File: src/rtl/text_write_ctrl_pkg.sv
// Shared constants and types for the text tile RAM write sequencer.
package text_write_ctrl_pkg;

  localparam int unsigned DefCols = 40;
  localparam int unsigned DefRows = 60;

  localparam logic [7:0] ChSpace = 8'h20;
  localparam logic [7:0] ChBs    = 8'h08;
  localparam logic [7:0] ChLf    = 8'h0A;
  localparam logic [7:0] ChFf    = 8'h0C;
  localparam logic [7:0] ChCr    = 8'h0D;

  typedef enum logic [1:0] {
    StIdle,
    StExec,
    StClear
  } state_e;

  typedef enum logic [2:0] {
    CurNone,
    CurIncX,
    CurDecX,
    CurIncY,
    CurHomeX,
    CurNewline,
    CurHome
  } cur_cmd_e;

  function automatic logic is_printable(logic [7:0] b);
    return (b >= 8'h20) && (b <= 8'h7E);
  endfunction

endpackage

File: src/rtl/text_cursor_unit.sv
// Cursor x/y registers with the screen wrap rules; one command per cycle.
module text_cursor_unit
  import text_write_ctrl_pkg::*;
#(
  parameter int unsigned COLS = DefCols,
  parameter int unsigned ROWS = DefRows,
  parameter int unsigned X_W  = 6,
  parameter int unsigned Y_W  = 6
) (
  input  logic           clk,
  input  logic           rst_n,
  input  cur_cmd_e       cmd,
  output logic [X_W-1:0] x,
  output logic [Y_W-1:0] y
);

  logic [X_W-1:0] x_q, x_d;
  logic [Y_W-1:0] y_q, y_d;
  logic [Y_W-1:0] y_inc;
  logic           x_last;

  always_comb begin
    x_last = (x_q == X_W'(COLS - 1));
    y_inc  = (y_q == Y_W'(ROWS - 1)) ? '0 : y_q + 1'b1;
    x_d    = x_q;
    y_d    = y_q;
    unique case (cmd)
      CurIncX: begin
        if (x_last) begin
          x_d = '0;
          y_d = y_inc;
        end else begin
          x_d = x_q + 1'b1;
        end
      end
      CurDecX: begin
        if (x_q != '0) x_d = x_q - 1'b1;
      end
      CurIncY:  y_d = y_inc;
      CurHomeX: x_d = '0;
      CurNewline: begin
        x_d = '0;
        y_d = y_inc;
      end
      CurHome: begin
        x_d = '0;
        y_d = '0;
      end
      default: ;
    endcase
  end

  always_ff @(posedge clk or negedge rst_n) begin
    if (!rst_n) begin
      x_q <= '0;
      y_q <= '0;
    end else begin
      x_q <= x_d;
      y_q <= y_d;
    end
  end

  assign x = x_q;
  assign y = y_q;

endmodule

File: src/rtl/text_write_ctrl.sv
// Write-port sequencer for the text tile RAM: UART bytes, control chars, buttons, clear sweeps.
module text_write_ctrl
  import text_write_ctrl_pkg::*;
#(
  parameter int unsigned COLS = DefCols,
  parameter int unsigned ROWS = DefRows,
  parameter int unsigned X_W  = 6,
  parameter int unsigned Y_W  = 6
) (
  input  logic               clk,
  input  logic               rst_n,
  input  logic               rx_empty,
  input  logic [7:0]         rx_data,
  output logic               rd_uart,
  input  logic               btn_right,
  input  logic               btn_down,
  input  logic               btn_clear,
  output logic               we,
  output logic [Y_W+X_W-1:0] waddr,
  output logic [6:0]         wdata,
  output logic [X_W-1:0]     x_cursor,
  output logic [Y_W-1:0]     y_cursor,
  output logic               busy
);

  state_e         state_q, state_d;
  logic [7:0]     byte_q, byte_d;
  logic           p_right_q, p_right_d;
  logic           p_down_q, p_down_d;
  logic           p_clear_q, p_clear_d;
  logic [X_W-1:0] clr_x_q, clr_x_d;
  logic [Y_W-1:0] clr_y_q, clr_y_d;
  logic [X_W-1:0] x_prev;
  cur_cmd_e       cur_cmd;

  text_cursor_unit #(
    .COLS (COLS),
    .ROWS (ROWS),
    .X_W  (X_W),
    .Y_W  (Y_W)
  ) u_cursor (
    .clk   (clk),
    .rst_n (rst_n),
    .cmd   (cur_cmd),
    .x     (x_cursor),
    .y     (y_cursor)
  );

  // A tick arriving in the same cycle is serviced as if already pending.
  always_comb begin
    state_d   = state_q;
    byte_d    = byte_q;
    p_right_d = p_right_q | btn_right;
    p_down_d  = p_down_q | btn_down;
    p_clear_d = p_clear_q | btn_clear;
    clr_x_d   = clr_x_q;
    clr_y_d   = clr_y_q;
    cur_cmd   = CurNone;
    rd_uart   = 1'b0;
    unique case (state_q)
      StIdle: begin
        if (p_clear_q || btn_clear) begin
          state_d   = StClear;
          p_clear_d = 1'b0;
        end else if (!rx_empty && rst_n) begin
          rd_uart = 1'b1;
          byte_d  = rx_data;
          state_d = StExec;
        end else if (p_right_q || btn_right) begin
          cur_cmd   = CurIncX;
          p_right_d = 1'b0;
        end else if (p_down_q || btn_down) begin
          cur_cmd  = CurIncY;
          p_down_d = 1'b0;
        end
      end
      StExec: begin
        state_d = StIdle;
        if (is_printable(byte_q)) begin
          cur_cmd = CurIncX;
        end else begin
          unique case (byte_q)
            ChCr: cur_cmd = CurHomeX;
            ChLf: cur_cmd = CurNewline;
            ChBs: if (x_cursor != '0) cur_cmd = CurDecX;
            ChFf: state_d = StClear;
            default: ;
          endcase
        end
      end
      StClear: begin
        if (clr_x_q == X_W'(COLS - 1)) begin
          clr_x_d = '0;
          if (clr_y_q == Y_W'(ROWS - 1)) begin
            clr_y_d = '0;
            cur_cmd = CurHome;
            state_d = StIdle;
          end else begin
            clr_y_d = clr_y_q + 1'b1;
          end
        end else begin
          clr_x_d = clr_x_q + 1'b1;
        end
      end
      default: state_d = StIdle;
    endcase
  end

  // Write port decodes from registered state only.
  always_comb begin
    we     = 1'b0;
    waddr  = '0;
    wdata  = '0;
    x_prev = x_cursor - 1'b1;
    unique case (state_q)
      StExec: begin
        if (is_printable(byte_q)) begin
          we    = 1'b1;
          waddr = {y_cursor, x_cursor};
          wdata = byte_q[6:0];
        end else if (byte_q == ChBs && x_cursor != '0) begin
          we    = 1'b1;
          waddr = {y_cursor, x_prev};
          wdata = ChSpace[6:0];
        end
      end
      StClear: begin
        we    = 1'b1;
        waddr = {clr_y_q, clr_x_q};
        wdata = ChSpace[6:0];
      end
      default: ;
    endcase
  end

  assign busy = (state_q != StIdle);

  always_ff @(posedge clk or negedge rst_n) begin
    if (!rst_n) begin
      state_q   <= StIdle;
      byte_q    <= '0;
      p_right_q <= 1'b0;
      p_down_q  <= 1'b0;
      p_clear_q <= 1'b0;
      clr_x_q   <= '0;
      clr_y_q   <= '0;
    end else begin
      state_q   <= state_d;
      byte_q    <= byte_d;
      p_right_q <= p_right_d;
      p_down_q  <= p_down_d;
      p_clear_q <= p_clear_d;
      clr_x_q   <= clr_x_d;
      clr_y_q   <= clr_y_d;
    end
  end

endmodule

File: config.mk
export PLATFORM = sky130hd
export DESIGN_NAME = text_write_ctrl
export DESIGN_NICKNAME = d
export VERILOG_FILES = /design/src/rtl/text_write_ctrl_pkg.sv /design/src/rtl/text_cursor_unit.sv /design/src/rtl/text_write_ctrl.sv
export SDC_FILE = /design/constraint.sdc
export NUM_CORES = 1
export LEC_CHECK = 0
export CAP_MARGIN = 20
export CORE_MARGIN = 1.5
export CORE_UTILIZATION = 48
export DETAILED_ROUTE_END_ITERATION = 10
export GPL_TIMING_DRIVEN = 0
export PLACE_DENSITY = 0.79
export SKIP_CTS_REPAIR_TIMING = 1
export SLEW_MARGIN = 20
export SYNTH_ARGS = -nofsm -noshare
export SYNTH_HDL_FRONTEND = slang
export SYNTH_HIERARCHICAL = 1
export SYNTH_SLANG_ARGS = --single-unit
File: constraint.sdc
create_clock -name clk -period 2.6 [get_ports clk]
set_clock_uncertainty 0.05 [all_clocks]
set_input_delay 0.65 -clock clk [delete_from_list [all_inputs] [get_ports clk]]
set_output_delay 0.65 -clock clk [all_outputs]
set_load 0.02 [all_outputs]
Yosys cells after proc, flatten, opt, wreduce, memory -nomap -nowiden
Cells that the tools add are included.
Operators by class
  divide/modulo/power cells: 0
  magnitude comparators: 2
  equality and inequality tests: 21
  muxes and demuxes: 48
  bitwise operators: 4
  shift operators: 0
  add/subtract/negate cells: 5
  multipliers: 0
  reduce and logical (&&, ||, !) cells: 19
Operators by type and width (count)
  2-to-1 mux 6 bit: 7
  case mux 6 bit (3 select lines): 2
  == test 8 x 4 -> 1 bit (second input constant): 4
  adder 6 x 1 -> 6 bit (second input constant): 4
  == test 6 bit (second input constant): 4
  2-to-1 mux 12 bit: 2
  case mux 12 bit (2 select lines): 1
  2-to-1 mux 2 bit: 11
  case mux 3 bit (3 select lines): 2
  2-to-1 mux 1 bit: 16
  case mux 7 bit (2 select lines): 1
  == test 3 bit (second input constant): 3
  2-to-1 mux 3 bit: 3
  >= comparator 8 x 6 -> 1 bit (second input constant): 1
  less-or-equal comparator 8 x 7 -> 1 bit (second input constant): 1
  2-to-1 mux 7 bit: 1
  == test 3 x 2 -> 1 bit (second input constant): 2
  inequality test 2 bit (second input constant): 3
  case mux 2 bit (3 select lines): 1
  AND reduction 2 bit: 3
  AND reduction 3 bit: 2
  nonzero test 3 bit: 2
  nonzero test 6 bit: 1
  subtractor 6 x 1 -> 6 bit (second input constant): 1
  15 further kinds: 21
Word-level totals
  bits in writable memories: 0
  latch bits: 0
  flip-flop bits (word level): 37
  bits in read-only memories: 0
  memories: 0
  word-level logic and storage cells: 108
  output and inout bits: 34

Longest topological paths before layout
  word-level depth: 10
  gate-level depth with buffers: 14

Modules after synthesis
The synthesis kept the hierarchy.
By module, submodules not included
  text_write_ctrl: cells each 184, times used 1, area an instance 1712.9 sq um, seq. area each 625.6 sq um
  text_cursor_unit: cells each 108, times used 1, area an instance 930.9 sq um, seq. area each 300.3 sq um

Worst setup path after synthesis
No wires, ideal clock.
  path kind: flip-flop to output port
  from: register u_cursor.x_q[0], in the netlist u_cursor/x[0]
  to: output port waddr[2]
  data required time: 1900 ps
  stages on the path, launching flop included: 8
  arrival: 2147 ps
  path slack: -247 ps
  path through: dfrtp_1 inv_1 ha_1 inv_1 o311a_1 buf_6 nand2_1 o311ai_0
On the way
  longest elaborated chain between the ends: 5
RTL lines
  from (decl): line text_cursor_unit.sv:17  | logic [X_W-1:0] x_q, x_d;
  from (signal assigned): line text_cursor_unit.sv:55  | x_q <= '0;
  from (signal assigned): line text_cursor_unit.sv:58  | x_q <= x_d;
  parallel branches: the longest is 2 deep, another holds subtractor 6 x 1 -> 6 bit
  2-to-1 mux 12 bit (*): line text_write_ctrl.sv:121  | end else if (byte_q == ChBs && x_cursor != '0) begin
  2-to-1 mux 12 bit (*): line text_write_ctrl.sv:117  | if (is_printable(byte_q)) begin
  case mux 12 bit (2 select lines) (*): line text_write_ctrl.sv:115  | unique case (state_q)
  to (decl): line text_write_ctrl.sv:19  | output logic [Y_W+X_W-1:0] waddr,
Every way passes the cells marked *.

Worst setup path after layout
  from: register u_cursor.x_q[3], in the netlist u_cursor/x[3]
  to: output port waddr[10]
On the way
  longest elaborated chain between the ends: 5
RTL lines (line)
  nonzero test 6 bit: text_write_ctrl.sv:121
  logical AND 1 bit: text_write_ctrl.sv:121
  2-to-1 mux 12 bit: text_write_ctrl.sv:121
  2-to-1 mux 12 bit: text_write_ctrl.sv:117
  case mux 12 bit (2 select lines): text_write_ctrl.sv:115
No other way between the ends.

==> metrics.md <==
| Metric | Value |
|---|---|
| Worst EP arrival | `between 2000 and 2500 ps` |
| Cells after synthesis | `between 200 and 300` |
| Nets@finish | `415` |
| Grt ovf | `0` |
| Vias | `between 2k and 3k` |
| Synth Net Count | `318` |
| I/O pin total | `48` |
| Layout Utilization | `between 70 and 80%` |
| Final Hold Viols | `0` |
| CTS buffer count | `5` |
| Initial antenna violation count | `0` |
| # setup viols final | `24` |
| CTS H-Tree Depth | `2` |
| Critical path endpoint category | `primary output` |
| Worst-Skew Late Latency | `290 ps` |
| RSZ-0062 raised after global routing | `true` |
| Vias in the first global route | `around 2.3k` |
| GRT Overall Usage | `between 20 and 25%` |
| Area leader, netlist | `dfrtp_1` |
| Clock slew at the register clock pins of the worst setup and hold paths | `70 ps` |
| Maximum fanout along the worst path | `9` |
| Die H | `slightly below 80 um` |
| Clock net sink count | `37` |
| Final wirelength | `slightly below 8000 um` |
| Global routing usage on met2 | `36.8%` |
| GP Congestion | `between 0.8 and 0.9` |
| Die area | `0.00596 mm^2` |
| CTS max path bufs | `2` |
| Met1 GRT Util | `between 20 and 30%` |
| Violated checks | `setup timing` |
| Post-synthesis register bit count | `37` |
| Upper clock frequency limit | `roughly 350 MHz` |
| Asr flop ratio synth | `100%` |
| WL/cell | `~17 um` |
| Worst path slowest cell | `dfrtp_2` |
| I/O Buffers | `between 40 and 50` |
| Distinct cell type count after synthesis | `62` |
| Yosys top cell area share | `about a third` |
| Slew Limit Fails | `0` |
| CP cell instances | `or3_4 > o311a_1 > buf_6 > o21a_4 > a22o_2 > clkbuf_2` |
| Yosys warning count | `6` |
| FF-to-FF setup slack | `-90 ps` |
| Ys flop type | `dfrtp_1` |
| Diode count | `0` |
| CP Class | `flip-flop to primary output` |
| Core Footprint | `about 0.0052 mm^2` |
| Global-route wire length before repair | `about 11000 um` |
| Drc violations | `0` |
| Most Crowded Layer GR | `met2` |
| FP Rows | `26` |
| Most common cell in the synthesized netlist | `dfrtp_1` |
| Slew headroom | `between 50 and 60%` |
| Worst vdd ir | `slightly above 0.2 mV` |
| Met3 global-route usage | `about 4.2%` |
| Area grow syn2layout | `50.2%` |
| Starting Density | `50.8%` |
| Setup crit start kind | `flip-flop` |
| Max cap viols | `0` |
| Share of layout cells above drive strength 1 | `about two fifths` |
| Final Non-Filler Cells | `460` |
| Final Cycle Share | `110%` |
| Root buffer cell | `clkbuf_8` |
| Detailed router's first-iteration violation count | `260` |
| Post-Place Cells | `410` |
| Mapped cell area | `~0.0026 mm^2` |
| CTS tree | `yes` |
| Die width | `77.2 um` |
| Leak | `between 1.5 and 2 nW` |
| Worst-Margin Slew | `between 700 and 800 ps` |
| Register area share after synthesis | `a little over a third` |
| Top cells by area, synth | `dfrtp_1 35%, ha_1 5.7%, mux2_2 4.7%` |
| Largest net degree at the start of global routing | `28` |
| ANT nets after route | `0` |
| Outcome | `finished with violations` |
| Via density | `between 5 and 6` |
| DP HPWL | `approximately 4700 um` |
| Synth cell count leaders | `37 x dfrtp_1, 21 x nand2_1, 21 x nor2_1` |
| Worst Slack Setup Final | `-266 ps` |
| FILL cells | `333` |
| First-pass DRT Iterations | `4` |
| CP peak stage delay | `between 400 and 500 ps` |
| Number of synthesized flops with an enable pin | `0` |
| Worst min-delay path category | `input pin to asynchronous set/reset pin` |
| Req. time, crit path | `roughly 1900 ps` |
| Final min period | `2870 ps` |
| Power density over the cells | `~280 mW/mm^2` |
| Syn avg cell area | `around 9.1 um^2` |
[cells in the final DEF (no fill, tap or decap), types with 11 or more instances in the layout]
cell type,netlist,final
inv_1,16,13
nand4_1,11,11
buf_4,0,40
clkdlybuf4s50_1,0,23
dfrtp_1,37,30
buf_6,3,11
nor2_1,21,17
a21oi_1,14,12
nand2_1,21,17
mux2_2,11,11
[flip-flops by register name, indices dropped and copies added, names as in the netlist]
| signal | cells |
|---|---|
| byte_q | 8 |
| clr_x_q | 6 |
| clr_y_q | 6 |
| u_cursor/x | 6 |
| u_cursor/y | 6 |
| state_q | 2 |
| p_clear_q | 1 |
| p_down_q | 1 |
| p_right_q | 1 |
[per-layer routing]
metal	share of wire (%)	up-vias	wire length (um)
li1	-	1287	-
met2	52	82	4130
met1	43	1314	3380
met4	1.3	0	106
met5	0	-	0
met3	4.0	8	315
[critical path: cells and delay by family, from the launching register on]
family                 cells  cell delay (ps)
AOI/OAI and AO/OA          3              750
and+or+nand+nor            1              390
buffers and inverters      2              290
DFF                        1              450
[through the flow]
step	hold slack (ps)	power, mW	worst slack (ps)	area (um^2)	setup TNS, ps
finish	160	1.09	-266	3970	-3240
global route	149	1.14	-324	3970	-5200
CTS	196	1.08	-1010	3330	-22680
detailed placement	457	0.642	-761	3230	-17120
global placement	448	0.638	-2060	3210	-50070
floorplan	304	0.604	-1.54	2650	-1.54
[report_power, final]
part / leakage, nW / switching (mW) / internal, mW
logic: 1.22 / 0.0262 / 0.0387
clock network: 0.0542 / 0.204 / 0.240
registers: 0.454 / 0.00684 / 0.578
total: 1.73 / 0.237 / 0.857
[path summary, 6_finish.rpt]
path                          startpoint            end  depth (start not counted)
max in group asynchronous          rst_n      byte_q[5]                          3
max                        u_cursor/x[3]      waddr[10]                          6
min in group clk              clr_y_q[1]     clr_y_q[1]                          2
max reg2reg                u_cursor/x[3]  u_cursor/x[3]                         11
min                                rst_n      p_clear_q                          2
min reg2reg                   clr_y_q[1]     clr_y_q[1]                          2
[cell type report]
class | count | area [um^2] | area share [%]
clock buffers | 7 | 96.3 | 2.43
well taps | 70 | 87.6 | 2.21
multi-input cells | 230 | 1880 | 47.3
inverters | 16 | 62.6 | 1.58
plain buffers | 7 | 72.6 | 1.83
clock inverters | 1 | 5.00 | 0.126
repair buffers | 92 | 832 | 21.0
flip-flops and latches | 37 | 935 | 23.5
[cells by family after synthesis]
kind of cell | count (synthesis) | share of synthesized area, %
and+or+nand+nor | 114 | 24.5
AOI/OAI and AO/OA | 85 | 22.8
muxes | 13 | 5.44
buffers and inverters | 25 | 4.50
adders and majority gates | 13 | 6.06
DFF | 37 | 35.0
xor gates and xnor gates | 5 | 1.66
Note: power is estimated with default switching activity, not from simulation.
